File: config.mk
export PLATFORM = sky130hd
export DESIGN_NAME = sdc_rx_upscaler_flat
export DESIGN_NICKNAME = d
export VERILOG_FILES = /design/src/rtl/sdc_rx_upscaler_if.sv /design/src/rtl/sdc_rx_upscaler.sv /design/src/flat_wrapper.sv
export SDC_FILE = /design/constraint.sdc
export NUM_CORES = 1
export LEC_CHECK = 0
export CAP_MARGIN = 20
export CORE_MARGIN = 4
export CORE_UTILIZATION = 48
export DETAILED_ROUTE_END_ITERATION = 7
export PLACE_DENSITY = 0.75
export SLEW_MARGIN = 25
export SYNTH_ARGS = -nofsm -noshare
export SYNTH_HDL_FRONTEND = slang
export SYNTH_SLANG_ARGS = --single-unit
File: constraint.sdc
create_clock -name clk -period 2.05 [get_ports clk]
set_input_delay 0.5125 -clock clk [delete_from_list [all_inputs] [get_ports clk]]
set_output_delay 0.5125 -clock clk [all_outputs]
set_load 0.05 [all_outputs]
File: src/rtl/sdc_rx_upscaler_if.sv
// Byte-in / word-out stream bundle for the SD receive upscaler.
// master = environment (byte source, word sink); slave = upscaler.
interface sdc_rx_upscaler_if;
  logic [7:0]  rx_data_in;
  logic        rx_valid_in;
  logic        rx_last_in;
  logic        rx_ready_in;
  logic [31:0] rx_data_out;
  logic        rx_last_out;
  logic        rx_valid_out;
  logic        rx_ready_out;

  modport master (
    output rx_data_in, rx_valid_in, rx_last_in, rx_ready_out,
    input  rx_ready_in, rx_data_out, rx_last_out, rx_valid_out
  );

  modport slave (
    input  rx_data_in, rx_valid_in, rx_last_in, rx_ready_out,
    output rx_ready_in, rx_data_out, rx_last_out, rx_valid_out
  );
endinterface

File: src/rtl/sdc_rx_upscaler.sv
// SD receive 8->32 upscaler: little-endian packing, block/transfer framing, one-cycle word latency.
// Byte input stalls only on an emitting byte while the output word is stalled; SDC_RX_LENCHK_EN enables rx_last_in length checking.
module sdc_rx_upscaler #(
  parameter int BLKSIZE_W = 12,
  parameter int BLKCNT_W  = 16
) (
  input  logic                 clk,
  input  logic                 rst,
  input  logic                 start,
  input  logic [BLKSIZE_W-1:0] block_size,
  input  logic [BLKCNT_W-1:0]  block_cnt,
  sdc_rx_upscaler_if.slave     bus,
  output logic                 rx_finish,
  output logic                 rx_error
);

  typedef enum logic [1:0] {IDLE, RUN, DRAIN} state_t;

  localparam logic [BLKSIZE_W-1:0] BS_ONE = 1;
  localparam logic [BLKCNT_W-1:0]  BC_ONE = 1;

  state_t                state, state_nxt;
  logic [BLKSIZE_W-1:0]  bsize_q;
  logic [BLKCNT_W-1:0]   bcnt_q;
  logic [BLKSIZE_W-1:0]  byte_counter;
  logic [BLKCNT_W-1:0]   block_counter;
  logic [1:0]            offset;
  logic [23:0]           acc;
  logic [31:0]           out_data;
  logic                  out_last;
  logic                  out_valid;
  logic                  finish_q;

  logic                  blk_end;
  logic                  blk_final;
  logic                  emit;
  logic                  out_hs;
  logic                  out_stall;
  logic                  ready;
  logic                  byte_fire;
  logic [31:0]           word;

  always_comb begin
    blk_end   = (byte_counter == bsize_q);
    blk_final = blk_end && (block_counter == bcnt_q);
    emit      = (offset == 2'd3) || blk_end;
    out_hs    = out_valid && bus.rx_ready_out;
    out_stall = out_valid && !bus.rx_ready_out;
    // Only a byte that would overwrite a stalled word has to wait.
    ready     = (state == RUN) && !(emit && out_stall);
    byte_fire = bus.rx_valid_in && ready;
  end

  // Accumulator lanes above offset are always zero, giving the zero padding for free.
  always_comb begin
    word = 32'd0;
    case (offset)
      2'd0:    word = {24'd0, bus.rx_data_in};
      2'd1:    word = {16'd0, bus.rx_data_in, acc[7:0]};
      2'd2:    word = {8'd0, bus.rx_data_in, acc[15:0]};
      default: word = {bus.rx_data_in, acc[23:0]};
    endcase
  end

  always_comb begin
    state_nxt = state;
    case (state)
      IDLE:    if (start) state_nxt = RUN;
      RUN:     if (byte_fire && blk_final) state_nxt = DRAIN;
      DRAIN:   if (out_hs) state_nxt = IDLE;
      default: state_nxt = IDLE;
    endcase
  end

  always_ff @(posedge clk) begin
    if (rst) state <= IDLE;
    else     state <= state_nxt;
  end

  always_ff @(posedge clk) begin
    if (rst) begin
      bsize_q       <= '0;
      bcnt_q        <= '0;
      byte_counter  <= '0;
      block_counter <= '0;
      offset        <= 2'd0;
      acc           <= 24'd0;
      out_data      <= 32'd0;
      out_last      <= 1'b0;
      out_valid     <= 1'b0;
      finish_q      <= 1'b0;
    end else begin
      finish_q <= (state == DRAIN) && out_hs;

      if (state == IDLE && start) begin
        bsize_q       <= block_size;
        bcnt_q        <= block_cnt;
        byte_counter  <= '0;
        block_counter <= '0;
        offset        <= 2'd0;
        acc           <= 24'd0;
      end else if (byte_fire) begin
        if (emit) begin
          offset <= 2'd0;
          acc    <= 24'd0;
        end else begin
          offset <= offset + 2'd1;
          case (offset)
            2'd0:    acc[7:0]   <= bus.rx_data_in;
            2'd1:    acc[15:8]  <= bus.rx_data_in;
            default: acc[23:16] <= bus.rx_data_in;
          endcase
        end
        if (blk_end) begin
          byte_counter <= '0;
          if (!blk_final) block_counter <= block_counter + BC_ONE;
        end else begin
          byte_counter <= byte_counter + BS_ONE;
        end
      end

      // A reload in the handshake cycle replaces the old word with no bubble.
      if (byte_fire && emit) begin
        out_data  <= word;
        out_last  <= blk_end;
        out_valid <= 1'b1;
      end else if (out_hs) begin
        out_valid <= 1'b0;
      end
    end
  end

`ifdef SDC_RX_LENCHK_EN
  logic err_q;

  // Framing follows the internal count; the receiver's marker is only audited.
  always_ff @(posedge clk) begin
    if (rst)                                          err_q <= 1'b0;
    else if (state == IDLE && start)                  err_q <= 1'b0;
    else if (byte_fire && (bus.rx_last_in != blk_end)) err_q <= 1'b1;
  end

  assign rx_error = err_q;
`else
  logic unused_last_in;

  assign unused_last_in = bus.rx_last_in;
  assign rx_error       = 1'b0;
`endif

  assign bus.rx_ready_in  = ready;
  assign bus.rx_data_out  = out_data;
  assign bus.rx_last_out  = out_last;
  assign bus.rx_valid_out = out_valid;
  assign rx_finish        = finish_q;

endmodule

File: src/flat_wrapper.sv
// flat-port wrapper written by rule: the top's interface ports become plain ports
module sdc_rx_upscaler_flat 
#(
  parameter int BLKSIZE_W = 12,
  parameter int BLKCNT_W  = 16
)
  (clk, rst, start, block_size, block_cnt, rx_finish, rx_error, bus_rx_data_in, bus_rx_valid_in, bus_rx_last_in, bus_rx_ready_out, bus_rx_ready_in, bus_rx_data_out, bus_rx_last_out, bus_rx_valid_out);
  sdc_rx_upscaler_if bus_i ();
  input  logic clk;
  input  logic rst;
  input  logic start;
  input  logic [BLKSIZE_W-1:0] block_size;
  input  logic [BLKCNT_W-1:0] block_cnt;
  output logic rx_finish;
  output logic rx_error;
  input wire logic [$bits(bus_i.rx_data_in)-1:0] bus_rx_data_in;
  input wire logic [$bits(bus_i.rx_valid_in)-1:0] bus_rx_valid_in;
  input wire logic [$bits(bus_i.rx_last_in)-1:0] bus_rx_last_in;
  input wire logic [$bits(bus_i.rx_ready_out)-1:0] bus_rx_ready_out;
  output wire logic [$bits(bus_i.rx_ready_in)-1:0] bus_rx_ready_in;
  output wire logic [$bits(bus_i.rx_data_out)-1:0] bus_rx_data_out;
  output wire logic [$bits(bus_i.rx_last_out)-1:0] bus_rx_last_out;
  output wire logic [$bits(bus_i.rx_valid_out)-1:0] bus_rx_valid_out;
  assign bus_i.rx_data_in = bus_rx_data_in;
  assign bus_i.rx_valid_in = bus_rx_valid_in;
  assign bus_i.rx_last_in = bus_rx_last_in;
  assign bus_i.rx_ready_out = bus_rx_ready_out;
  assign bus_rx_ready_in = bus_i.rx_ready_in;
  assign bus_rx_data_out = bus_i.rx_data_out;
  assign bus_rx_last_out = bus_i.rx_last_out;
  assign bus_rx_valid_out = bus_i.rx_valid_out;
  sdc_rx_upscaler #(.BLKSIZE_W(BLKSIZE_W), .BLKCNT_W(BLKCNT_W)) u_core (.clk(clk), .rst(rst), .start(start), .block_size(block_size), .block_cnt(block_cnt), .bus(bus_i), .rx_finish(rx_finish), .rx_error(rx_error));
endmodule
### Word-level counts from Yosys, hierarchy flattened

Index checks and enable logic that the tools add are counted.

| word-level totals | value |
|---|---|
| word-level logic and storage cells | 66 |
| bits in registers | 119 |
| output and inout bits | 37 |
| input port bits | 42 |

| cells by class | value |
|---|---|
| bitwise operators | 1 |
| add/sub/neg operators | 3 |
| reduce and logical (&&, ||, !) cells | 25 |
| equality and inequality tests | 11 |
| mux-type cells | 13 |

Operators with widths:

| cell | count |
|---|---|
| $pmux 32 s3 | 1 |
| $mux 24 | 1 |
| $mux 8 | 3 |
| $add 16x1->16 const B | 1 |
| $eq 16x16->1 | 1 |
| $add 12x1->12 const B | 1 |
| $eq 12x12->1 | 1 |
| $mux 12 | 1 |
| $logic_and 1x1->1 | 10 |
| $mux 2 | 4 |
| $eq 2x2->1 const B | 3 |
| $pmux 2 s3 | 1 |
| $reduce_and 2->1 | 3 |
| $reduce_and 3->1 | 2 |
| $reduce_bool 2->1 | 3 |
| $eq 2x1->1 const B | 2 |
| $logic_not 2->1 | 2 |
| $ne 2x1->1 const B | 2 |
| $ne 2x2->1 const B | 2 |
| $reduce_or 2->1 | 2 |
| $add 2x1->2 const B | 1 |
| $logic_not 1->1 | 2 |
| $mux 1 | 2 |
| $logic_or 1x1->1 | 1 |
| $not 1->1 | 1 |

### Longest topological paths before layout

Gate-level depths: netlist of run 1.

| depth | value |
|---|---|
| word-level depth | 9 |
| mapped depth | 8 |
| gate-level depth less buffers | 6 |

### Least setup slack after synthesis of run 1

Ideal clock, no wire load.

| path | value |
|---|---|
| path kind | flip-flop to output port |
| start point | register u_core.offset[0] |
| end point | output port bus_rx_ready_in |
| required time | 1.537 ns |
| data arrival time | 1.924 ns |
| path slack | -0.387 ns |
| cell stages (with the launch flop) | 6 |
| path through | dfxtp_1 > ha_1 > clkbuf_1 > a31o_2 > buf_2 > a21oi_1 |

| between the ends | value |
|---|---|
| longest elaborated chain between the ends | 5 |

Ends and longest elaborated chain:

| element | line | source |
|---|---|---|
| start: declaration | sdc_rx_upscaler.sv:27 | `logic [1:0] offset;` |
| start signal: assignment | sdc_rx_upscaler.sv:107 | `offset <= offset + 2'd1;` |
| $eq 2x2->1 | sdc_rx_upscaler.sv:46 | `emit = (offset == 2'd3) \|\| blk_end;` |
| $logic_or 1x1->1 | sdc_rx_upscaler.sv:46 |  |
| $logic_and 1x1->1 | sdc_rx_upscaler.sv:50 | `ready = (state == RUN) && !(emit && out_stall);` |
| $logic_not 1->1 | sdc_rx_upscaler.sv:50 |  |
| $logic_and 1x1->1 | sdc_rx_upscaler.sv:50 |  |
| end: declaration | flat_wrapper.sv:20 | `output wire logic [$bits(bus_i.rx_ready_in)-1:0] bus_rx_ready_in;` |

Every way passes these cells.

### Final worst setup path of run 1

| path | value |
|---|---|
| start point | register u_core.bsize_q[8] |
| end point | output port bus_rx_ready_in |

| between the ends | value |
|---|---|
| longest elaborated chain between the ends | 5 |

Ends and longest elaborated chain:

| element | line | source |
|---|---|---|
| start: declaration | sdc_rx_upscaler.sv:23 | `logic [BLKSIZE_W-1:0] bsize_q;` |
| start signal: assignment | sdc_rx_upscaler.sv:96 | `bsize_q <= block_size;` |
| $eq 12x12->1 | sdc_rx_upscaler.sv:44 | `blk_end = (byte_counter == bsize_q);` |
| $logic_or 1x1->1 | sdc_rx_upscaler.sv:46 |  |
| $logic_and 1x1->1 | sdc_rx_upscaler.sv:50 |  |
| $logic_not 1->1 | sdc_rx_upscaler.sv:50 |  |
| $logic_and 1x1->1 | sdc_rx_upscaler.sv:50 |  |

Every way passes these cells.

==> results of run 1 <==
## layout by cell type, fill, tap and decap left out, types with 8 or more instances in the layout
master	n
sky130_fd_sc_hd__a32o_1	9
sky130_fd_sc_hd__dlygate4sd2_1	28
sky130_fd_sc_hd__nor2_1	47
sky130_fd_sc_hd__a221oi_2	13
sky130_fd_sc_hd__clkdlybuf4s50_1	39
sky130_fd_sc_hd__nand2_1	81
sky130_fd_sc_hd__a21oi_1	41
sky130_fd_sc_hd__buf_4	57
sky130_fd_sc_hd__a22o_1	17
sky130_fd_sc_hd__nor3_1	23
sky130_fd_sc_hd__dfxtp_1	99
sky130_fd_sc_hd__and3_1	11
sky130_fd_sc_hd__xor2_1	24
sky130_fd_sc_hd__buf_6	10
sky130_fd_sc_hd__o21ai_0	10
sky130_fd_sc_hd__clkbuf_16	17
sky130_fd_sc_hd__or3_1	12
sky130_fd_sc_hd__nand4_1	15
sky130_fd_sc_hd__xnor2_1	10
sky130_fd_sc_hd__o21ai_1	8
sky130_fd_sc_hd__dfxtp_2	18
## sequential cells by signal, indices dropped and copies added, names as in the netlist
register,count
u_core.state,2
u_core.byte_counter,12
u_core.bsize_q,12
u_core.bus.rx_last_out,1
u_core.rx_finish,1
u_core.acc,24
u_core.bus.rx_valid_out,1
u_core.offset,2
u_core.bus.rx_data_out,32
u_core.block_counter,16
u_core.bcnt_q,16
## critical path, cell delays in order, from the launching register on
cell and delay [ps]:
sky130_fd_sc_hd__dfxtp_2 340, sky130_fd_sc_hd__xor2_2 190, sky130_fd_sc_hd__nor4_4 330, sky130_fd_sc_hd__a31o_4 230
sky130_fd_sc_hd__a21oi_4 50, sky130_fd_sc_hd__buf_6 150
## cell families after synthesis
logic type	Yosys count	share of synthesized area [%]
compound gates	128	17.7
simple gates	236	23.0
xor+xnor	39	6.66
fa+ha+maj	6	1.46
buf+inv	48	3.98
mux	4	0.781
other cells	1	0.0731
flops	119	46.4
## repair_timing
| action | 4_1_cts | 5_1_grt |
|---|---|---|
| cloned | 1 | 2 |
| setup endpoints to repair | 104 | 87 |
| gates resized for setup | 52 | 71 |
| buffers inserted | 12 | 3 |
| pin swaps | 22 | 31 |
## where the power goes
group          leakage, nW  switching (mW)  internal, mW
Combinational         1.77           0.439         0.326
Clock                0.296            1.15          1.88
Sequential           0.974          0.0460          2.38
## through the flow
step / utilization, % / power [mW]
6_report: 71.5 / 6.22
5_1_grt: 71.5 / 6.41
4_1_cts: 67.7 / 6.15
3_5_place_dp: 60.6 / 3.12
3_3_place_gp: 60.6 / 3.10
2_1_floorplan: - / 2.84
## layout make-up
type	count	area, µm²
sequential	119	2410
tap	136	170
fill	765	2960
clock buffer	17	414
timing repair buffer	141	1300
multi-input combinational	414	2900
clock inverter	15	193
inverter	7	26.3
## worst max-delay path by stage
stage | from | endpoint | slack [ps] | cells after the start
2_1_floorplan | u_core.bus.rx_valid_out | bus_rx_ready_in | 30 | 3
3_3_place_gp | bus_rx_valid_in | u_core.block_counter[15] | -380 | 7
3_5_place_dp | bus_rx_valid_in | u_core.block_counter[15] | -450 | 7
4_1_cts | u_core.byte_counter[11] | bus_rx_ready_in | -280 | 6
5_1_grt | u_core.byte_counter[4] | bus_rx_ready_in | -340 | 5
6_report | u_core.bsize_q[8] | bus_rx_ready_in | -270 | 5
## routing by layer
layer / wire length (µm) / global-route usage (%) / part of all wire (%) / vias to the layer above
li1: - / - / - / 2311
met1: 5850 / 25.9 / 40 / 2346
met4: 448 / 10.2 / 3.1 / 0
met3: 925 / 4.78 / 6.4 / 44
met5: 0 / 0 / 0 / -
met2: 7250 / 37.8 / 50 / 187
==> impl_summary.txt, run 1 <==
----------------------------------------------------
[Setup path]
  FF-to-FF setup slack ... -160 ps
  Data required time at the worst endpoint ... 1540 ps
  Data arrival, critical path ... 1810 ps
  Beginning of the worst register-to-register path ... u_core.byte_counter[4]
  Startpoint Class ... flop
  Worst reg2reg endpoint ... u_core.byte_counter[9]
  Crit Path Max Fanout ... 2
  Depth of the most critical reg-to-reg path ... 9
  Worst Path Class, Setup ... flop to primary output
  Capturing element type of the critical path ... primary output

[Cells and area]
  Final non-filler cell area ... between 7000 and 8000 µm²
  Share of cells above drive strength 1 ... a little over a quarter
  Syn-to-layout area delta ... 44.4%
  Antenna diodes ... 0
  Final cell count without fillers ... around 850
  Total number of nets in the final design ... 748

[Detailed routing]
  Routed length per instance ... ~17 µm
  Antenna-violating nets left ... 0
  TritonRoute pass-1 iters ... 7
  Via count normalized by instance count ... about 5.8
  Wire length after detailed routing ... between 10000 and 15000 µm
  Via count ... 4888
  Remaining design rule violation count ... 0
  Iter 0 DRT Violations ... ~310

[Yosys]
  Share of synthesized registers carrying an async set or reset ... 0%
  Per-instance average area after synthesis ... 8.83 µm²
  Number of cells produced by synthesis ... ~580
  Area contributors post-synth ... sky130_fd_sc_hd__dfxtp_1 46%, sky130_fd_sc_hd__nand2_1 6.0%, sky130_fd_sc_hd__xor2_1 5.0%, sky130_fd_sc_hd__a21oi_1 4.2%, sky130_fd_sc_hd__nor2_1 3.6%
  Synthesized Nets ... around 630
  Count leader, synth ... sky130_fd_sc_hd__dfxtp_1
  Count of different cell masters after synthesis ... between 40 and 50
  Most common flop cell mapped by yosys ... sky130_fd_sc_hd__dfxtp_1
  Yosys reg bits ... around 120
  Area share of the leading cell type in the synthesized netlist ... 46.4%
  Post-synthesis instance area ... just over 5000 µm²
  Top cell types by occurrence after synthesis ... 119 x sky130_fd_sc_hd__dfxtp_1, 82 x sky130_fd_sc_hd__nand2_1, 49 x sky130_fd_sc_hd__nor2_1
  Count of synthesis-stage warnings from yosys ... 0
  Most area-hungry cell type in the Yosys netlist ... sky130_fd_sc_hd__dfxtp_1
  Seq/Total Area, Yosys ... between 40% and 50%
  Count of flip-flops with a built-in enable after synthesis ... 0

[Worst hold path]
  Min-Delay Endpoint ... u_core.bus.rx_last_out
  HP Class ... flop to flop
  Number of instances on the worst hold path ... 2
  Hold Path Origin ... u_core.bus.rx_last_out

[Timing]
  Rel. slew slack ... 53.1%
  Final count of negative-setup-slack endpoints ... 18
  Final count of pins violating max slew ... 0
  Post-route clock skew ... 6.96 ps
  Period minus WS final ... roughly 2300 ps
  Hold WS ... between 400 and 500 ps
  Final period utilization ... 113%
  Unrepaired setup endpoints after global routing ... true
  Pin slew with the least headroom to its limit ... approximately 700 ps
  Post-route setup TNS ... -1500 ps
  Highest clock frequency the design can meet ... ~430 MHz
  Post-layout worst setup margin ... -275 ps
  Count of final hold-check violations ... 0

[Floorplanning]
  Top-level I/O count ... 79
  Die outline area ... between 10000 and 15000 µm²
  Height of the chip ... about 110 µm
  Starting density of the core ... 49.5%
  Die extent in x ... approximately 110 µm
  Number of cell rows ... 37
  Placeable core region ... about 10000 µm²

[Placed design]
  Routability congestion estimate ... 0.841
  # placed instances ... ~800
  Input/output buffers ... 76
  Detailed-placement wirelength estimate ... between 9000 and 10000 µm
  Dpl ws ... -447 ps
  Placed Area ... roughly 6300 µm²

[Power]
  Leakage component of the power ... about 3.0 nW
  Worst-case vdd ir drop ... between 0.0005 and 0.0006 V
  PwrDens ... between 800 and 900 nW/µm²

[Clock tree]
  CTS tree ... done
  Longest Clk Path Bufs ... 2
  CTS sink cnt ... roughly 120
  Root Buffer Master ... sky130_fd_sc_hd__clkbuf_8
  Hold buffers post-CTS ... 0
  Number of buffers inserted during clock tree synthesis ... 17
  Clock-pin slew reported for the worst setup and hold paths after clock tree synthesis ... ~60 ps
  Deepest level of the CTS H-tree ... 4
  Later-pin clock latency in the skew report ... 520 ps

[GRT]
  First-pass GRT wire length ... between 20000 and 25000 µm
  Largest net degree at the start of global routing ... 63
  Vias in the first global route ... about 4800
  Initial antenna violation count ... 0
  Aggregate global routing overflow ... 0
  Global-route total usage across every layer ... between 20 and 25%

[Outcome]
  Violated checks ... setup timing
  Status ... finished, violations left

[Job]
  # Max-Cap Violations ... 0

----------------------------------------------------
Note: power is estimated with default switching activity, not from simulation.
==> inputs of run 2 (changes only) <==
- CAP_MARGIN: 20 -> unset
- REMOVE_ABC_BUFFERS: unset -> 1
==> run 2 against run 1 <==
The run still ends with setup timing left. Sequential power is essentially flat. Cell count rose by 1.5%. Clock power fell by 7.9%. Power decreased by 2.6%. Worst setup slack got worse by 57 ps. Global-route usage decreased by 0.54 points. Maximum frequency is 2.4% lower.
==> impl_summary.txt, run 2 (synthesis gave the netlist of run 1 again) <==
----------------------------------------------------
[Cells and area]
  Filler Cells Inserted ... 736
  Leading cell type in the layout, fill and taps excluded ... sky130_fd_sc_hd__dfxtp_1
  Commonest non-fill, non-tap cells in the layout ... 105 x sky130_fd_sc_hd__dfxtp_1, 79 x sky130_fd_sc_hd__nand2_1, 60 x sky130_fd_sc_hd__buf_4
  Syn-to-layout area delta ... 49.4%
  Share of cells above drive strength 1 ... 29.9%
  Share of the core filled with cells in the final layout ... 73.9%
  Sequential standard cell area ... 2400 µm²
  Final cell count without fillers ... 862
  Antenna diodes ... 0
  Total number of nets in the final design ... between 700 and 800
  Area used by multi-input combinational logic ... approximately 3000 µm²
  Final non-filler cell area ... approximately 7700 µm²
  Flip-flop count of the largest register after layout ... 32

[Clock tree]
  Number of buffers inserted during clock tree synthesis ... 17
  Hold buffers post-CTS ... 0
  Later-pin clock latency in the skew report ... about 520 ps
  Deepest level of the CTS H-tree ... 4
  Root Buffer Master ... sky130_fd_sc_hd__clkbuf_8
  CTS tree ... done
  CTS sink cnt ... 119
  Clock-pin slew reported for the worst setup and hold paths after clock tree synthesis ... roughly 60 ps
  Longest Clk Path Bufs ... 2

[Placed design]
  Placed Area ... between 6000 and 7000 µm²
  Routability congestion estimate ... 0.873
  Dpl ws ... -343 ps
  Input/output buffers ... 76
  Detailed-placement wirelength estimate ... 8950 µm
  # placed instances ... around 810

[Detailed routing]
  Remaining design rule violation count ... 0
  Via count ... slightly below 5000
  Iter 0 DRT Violations ... between 300 and 400
  TritonRoute pass-1 iters ... 5
  Wire length after detailed routing ... about 15000 µm
  Via count normalized by instance count ... about 5.7
  Routed length per instance ... around 18 µm
  Antenna-violating nets left ... 0

[Power]
  PwrDens ... just under 800 nW/µm²
  Worst-case vdd ir drop ... between 0.0005 and 0.0006 V
  Leakage component of the power ... between 3 and 4 nW
  Final total power ... about 6.1 mW

[Timing]
  Count of final hold-check violations ... 0
  Pin slew with the least headroom to its limit ... around 700 ps
  Unrepaired setup endpoints after global routing ... true
  Post-layout worst setup margin ... -332 ps
  Period minus WS final ... 2380 ps
  Rel. slew slack ... between 50% and 60%
  Post-route setup TNS ... -6850 ps
  Final count of pins violating max slew ... 0
  Final count of negative-setup-slack endpoints ... between 70 and 80
  Final period utilization ... 116%
  Hold WS ... between 400 and 500 ps
  Highest clock frequency the design can meet ... approximately 420 MHz
  Post-route clock skew ... 8.40 ps

[GRT]
  Aggregate global routing overflow ... 0
  First-pass GRT wire length ... ~22000 µm
  Global-route total usage across every layer ... roughly a fifth
  Vias in the first global route ... between 4000 and 5000
  Initial antenna violation count ... 0
  Largest net degree at the start of global routing ... 63

[Setup path]
  Slowest cell on the critical path ... sky130_fd_sc_hd__nor4_2
  Data arrival, critical path ... between 1500 and 2000 ps
  Chain of cells forming the critical path ... xor2_1 > nor4_2 > a31o_4 > a21oi_4 > buf_8
  Worst Path Class, Setup ... flop to primary output
  Max stage delay on crit path ... a little over 400 ps
  Data required time at the worst endpoint ... ~1500 ps
  Crit Path Max Fanout ... 2
  Startpoint Class ... flop
  Capturing element type of the critical path ... primary output

[Floorplanning]
  Die extent in x ... approximately 110 µm
  Top-level I/O count ... between 70 and 80
  Number of cell rows ... 37
  Starting density of the core ... 49.5%
  Height of the chip ... 111 µm
  Placeable core region ... ~10000 µm²
  Die outline area ... roughly 12000 µm²

[Outcome]
  Status ... finished, violations left
  Violated checks ... setup timing

[Worst hold path]
  HP Class ... flop to flop

[Job]
  # Max-Cap Violations ... 0

----------------------------------------------------
==> run 2: cell types whose count changed in the layout (fill, tap and decap cells not counted), sizes merged <==
cell | previous run | this run
buf | 73 | 86
clkbuf | 18 | 25
bufinv | 3 | 1
dlygate4sd2 | 28 | 26
inv | 12 | 8
clkinv | 6 | 4
clkinvlp | 1 | 4
==> run 2: final cells by class <==
cell class / instances / share of cell area (%)
clock inverters: 10 / 1.26
multi-input cells: 414 / 39.3
clock buffers: 22 / 6.04
flip-flops and latches: 119 / 31.3
repair buffers: 154 / 19.5
inverters: 7 / 0.343
well taps: 136 / 2.22
==> run 2: worst max-delay path: cells and delay by family (launching register included) <==
kind,cells,cell delay [ps]
and+or+nand+nor,1,410
buffers and inverters,1,160
DFF,1,330
xor gates and xnor gates,1,150
AOI/OAI and AO/OA,2,300
==> run 2: power by group <==
part | total [mW] | switching, mW | leakage, nW | internal [mW]
combinational | 0.842 | 0.470 | 1.90 | 0.372
sequential | 2.43 | 0.0441 | 0.971 | 2.38
clock | 2.79 | 1.08 | 0.264 | 1.71
==> run 2: path summary, 6_finish.rpt <==
kind	start	end	slack, ps	cells after the start
worst min register to register	u_core.bcnt_q[14]	u_core.bcnt_q[14]	470	2
worst min-delay path	u_core.bcnt_q[14]	u_core.bcnt_q[14]	470	2
worst max register to register	u_core.byte_counter[0]	u_core.byte_counter[5]	-210	11
worst max-delay path	u_core.byte_counter[1]	bus_rx_ready_in	-330	5
==> run 2: layer usage <==
layer  track usage, %  wire length [µm]  vias to the layer above  part of all wire [%]
met4             7.95               297                        0                   1.9
met5                0                 0                        -                     0
li1                 -                 -                     2345                     -
met1             25.9              6180                     2356                    40
met3             5.54              1100                       28                   7.1
met2             36.5              7900                      224                    51
==> run 2: what timing repair did <==
action                     CTS  global route
gates resized for setup     50           112
cloned                       0             4
pin swaps                   15            77
buffers inserted             4            18
setup endpoints to repair   88            85
==> inputs of run 3 (changes only) <==
- CORE_ASPECT_RATIO: unset -> 2
- CTS_CLUSTER_SIZE: unset -> 24
==> run 3 against run 2 <==
Power up 8.4%. Highest routed layer unchanged. Wire length up 3.1%. Critical path depth unchanged. Sequential cell count unchanged. Cell count down 0.81%. The flow still finishes with violations (setup timing). Sequential share of layout area up 0.25 points. Critical path type unchanged. Register-to-register slack better by 40 ps. Largest power group unchanged. Critical endpoint unchanged.
==> impl_summary.txt, run 3 (synthesis gave the netlist of run 1 again) <==
----------------------------------------------------
[GRT]
  Global-route total usage across every layer ... roughly 23%
  Largest net degree at the start of global routing ... 33
  Initial antenna violation count ... 0
  Aggregate global routing overflow ... 0
  First-pass GRT wire length ... between 20000 and 25000 µm
  Vias in the first global route ... ~4800

[Detailed routing]
  Via count normalized by instance count ... 5.85
  Via count ... 5000
  Remaining design rule violation count ... 0
  TritonRoute pass-1 iters ... 5
  Wire length after detailed routing ... 15900 µm
  Antenna-violating nets left ... 0
  Routed length per instance ... 18.7 µm
  Iter 0 DRT Violations ... 280

[Cells and area]
  Share of cells above drive strength 1 ... just under 30%
  Syn-to-layout area delta ... 49.1%
  Share of the core filled with cells in the final layout ... 73.0%
  Total number of nets in the final design ... 753
  Antenna diodes ... 0
  Commonest non-fill, non-tap cells in the layout ... 98 x sky130_fd_sc_hd__dfxtp_1, 81 x sky130_fd_sc_hd__nand2_1, 70 x sky130_fd_sc_hd__buf_4
  Flip-flop count of the largest register after layout ... 32
  Leading cell type in the layout, fill and taps excluded ... sky130_fd_sc_hd__dfxtp_1

[Floorplanning]
  Die extent in x ... around 81 µm
  Top-level I/O count ... between 70 and 80
  Placeable core region ... between 10000 and 15000 µm²
  Number of cell rows ... 53
  Die outline area ... about 13000 µm²
  Height of the chip ... approximately 150 µm
  Starting density of the core ... about half

[Outcome]
  Violated checks ... setup timing
  Status ... finished, violations left

[Power]
  Worst-case vdd ir drop ... 0.000785 V
  Clock network power share ... between 50% and 60%
  Internal power summed over all cells ... between 4 and 5 mW
  PwrDens ... 858 nW/µm²
  Sequential fraction of design power ... between 30 and 40%
  Combinational Power Share ... around an eighth
  Switching share of total power ... 24.2%
  Leakage component of the power ... approximately 3.1 nW
  Switching power total ... roughly 1.6 mW

[Job]
  # Max-Cap Violations ... 0

[Timing]
  Rel. slew slack ... between 40% and 50%
  Pin slew with the least headroom to its limit ... just under 800 ps
  Unrepaired setup endpoints after global routing ... true
  Highest clock frequency the design can meet ... between 400 and 500 MHz
  Post-route clock skew ... between 7 and 8 ps
  Period minus WS final ... between 2000 and 2500 ps
  Final count of negative-setup-slack endpoints ... 69
  Post-layout worst setup margin ... -238 ps
  Count of final hold-check violations ... 0
  Final count of pins violating max slew ... 0
  Post-route setup TNS ... -6740 ps
  Final period utilization ... 112%

[Clock tree]
  Number of buffers inserted during clock tree synthesis ... 17
  CTS sink cnt ... approximately 120
  Hold buffers post-CTS ... 0
  CTS tree ... done
  Clock-pin slew reported for the worst setup and hold paths after clock tree synthesis ... 60 ps
  Later-pin clock latency in the skew report ... around 420 ps
  Root Buffer Master ... sky130_fd_sc_hd__clkbuf_16
  Deepest level of the CTS H-tree ... 4
  Longest Clk Path Bufs ... 2

[Setup path]
  Crit Path Max Fanout ... 2
  Startpoint Class ... flop
  Data arrival, critical path ... between 1500 and 2000 ps
  Worst Path Class, Setup ... flop to primary output
  Data required time at the worst endpoint ... between 1500 and 2000 ps
  Capturing element type of the critical path ... primary output

[Placed design]
  Routability congestion estimate ... approximately 0.9
  Input/output buffers ... 76
  Detailed-placement wirelength estimate ... 9690 µm

[Worst hold path]
  HP Class ... flop to flop

----------------------------------------------------
## run 3: cell count changes in the layout (fill, tap and decap cells not counted), sizes merged
| cell | previous run | this run |
|---|---|---|
| dlygate4sd2 | 26 | 19 |
| bufinv | 1 | 5 |
| clkinvlp | 4 | 1 |
| clkbuf | 25 | 24 |
| buf | 86 | 84 |
| dlymetal6s2s | 0 | 1 |
## run 3: layout make-up
type                            count  area, µm²
Timing Repair Buffer              146       1340
Fill cell                         735       2830
Multi-Input combinational cell    414       3030
Sequential cell                   119       2410
Inverter                            7       26.3
Clock buffer                       21        470
Tap cell                          137        171
Clock inverter                     11        194
## run 3: worst max-delay path, cell delays in order, from the launching register on
cell	delay [ps]
sky130_fd_sc_hd__dfxtp_2	330
sky130_fd_sc_hd__xor2_2	180
sky130_fd_sc_hd__nor4_4	390
sky130_fd_sc_hd__a31o_4	240
sky130_fd_sc_hd__a21oi_4	60
sky130_fd_sc_hd__buf_6	150
## run 3: metal layers
metal | vias up | wire length, µm | track usage [%]
met4 | 0 | 1040 | 14.7
met2 | 229 | 8850 | 41.0
met3 | 74 | 935 | 5.48
li1 | 2323 | - | -
met1 | 2374 | 5120 | 22.0
met5 | - | 0 | 0
## run 3: path summary, 6_finish.rpt
path	slack [ps]	depth (start not counted)	startpoint	to
max	-240	5	u_core.bsize_q[8]	bus_rx_ready_in
min	460	2	u_core.bus.rx_last_out	u_core.bus.rx_last_out
max reg2reg	-170	10	u_core.bsize_q[8]	u_core.bus.rx_data_out[19]
min reg2reg	460	2	u_core.bus.rx_last_out	u_core.bus.rx_last_out
## run 3: power by group through the flow
| stage | Combinational, mW | Sequential, mW | Clock, mW |
|---|---|---|---|
| CTS | 0.682 | 2.42 | 3.36 |
| detailed placement | 0.655 | 2.47 | 0 |
| global placement | 0.644 | 2.47 | 0 |
| global route | 0.852 | 2.44 | 3.47 |
| finish | 0.805 | 2.43 | 3.33 |
| floorplan | 0.253 | 2.54 | 0 |
## run 3: repair_timing
item	CTS	global route
cloned	1	5
endpoints found under the setup margin	54	86
resized for setup	37	95
setup buffers	8	2
pin swaps	12	42
## run 3: stage by stage
step | hold WS (ps) | cell area, µm² | std cells | setup WS [ps] | power [mW]
3_5_place_dp | 452 | 6280 | 808 | -448 | 3.12
2_1_floorplan | 440 | 4950 | 540 | -574 | 2.80
4_1_cts | 461 | 7060 | 849 | -238 | 6.46
3_3_place_gp | 447 | 6280 | 808 | -408 | 3.11
5_1_grt | 489 | 7650 | 855 | -292 | 6.76
6_report | 458 | 7650 | 855 | -238 | 6.56
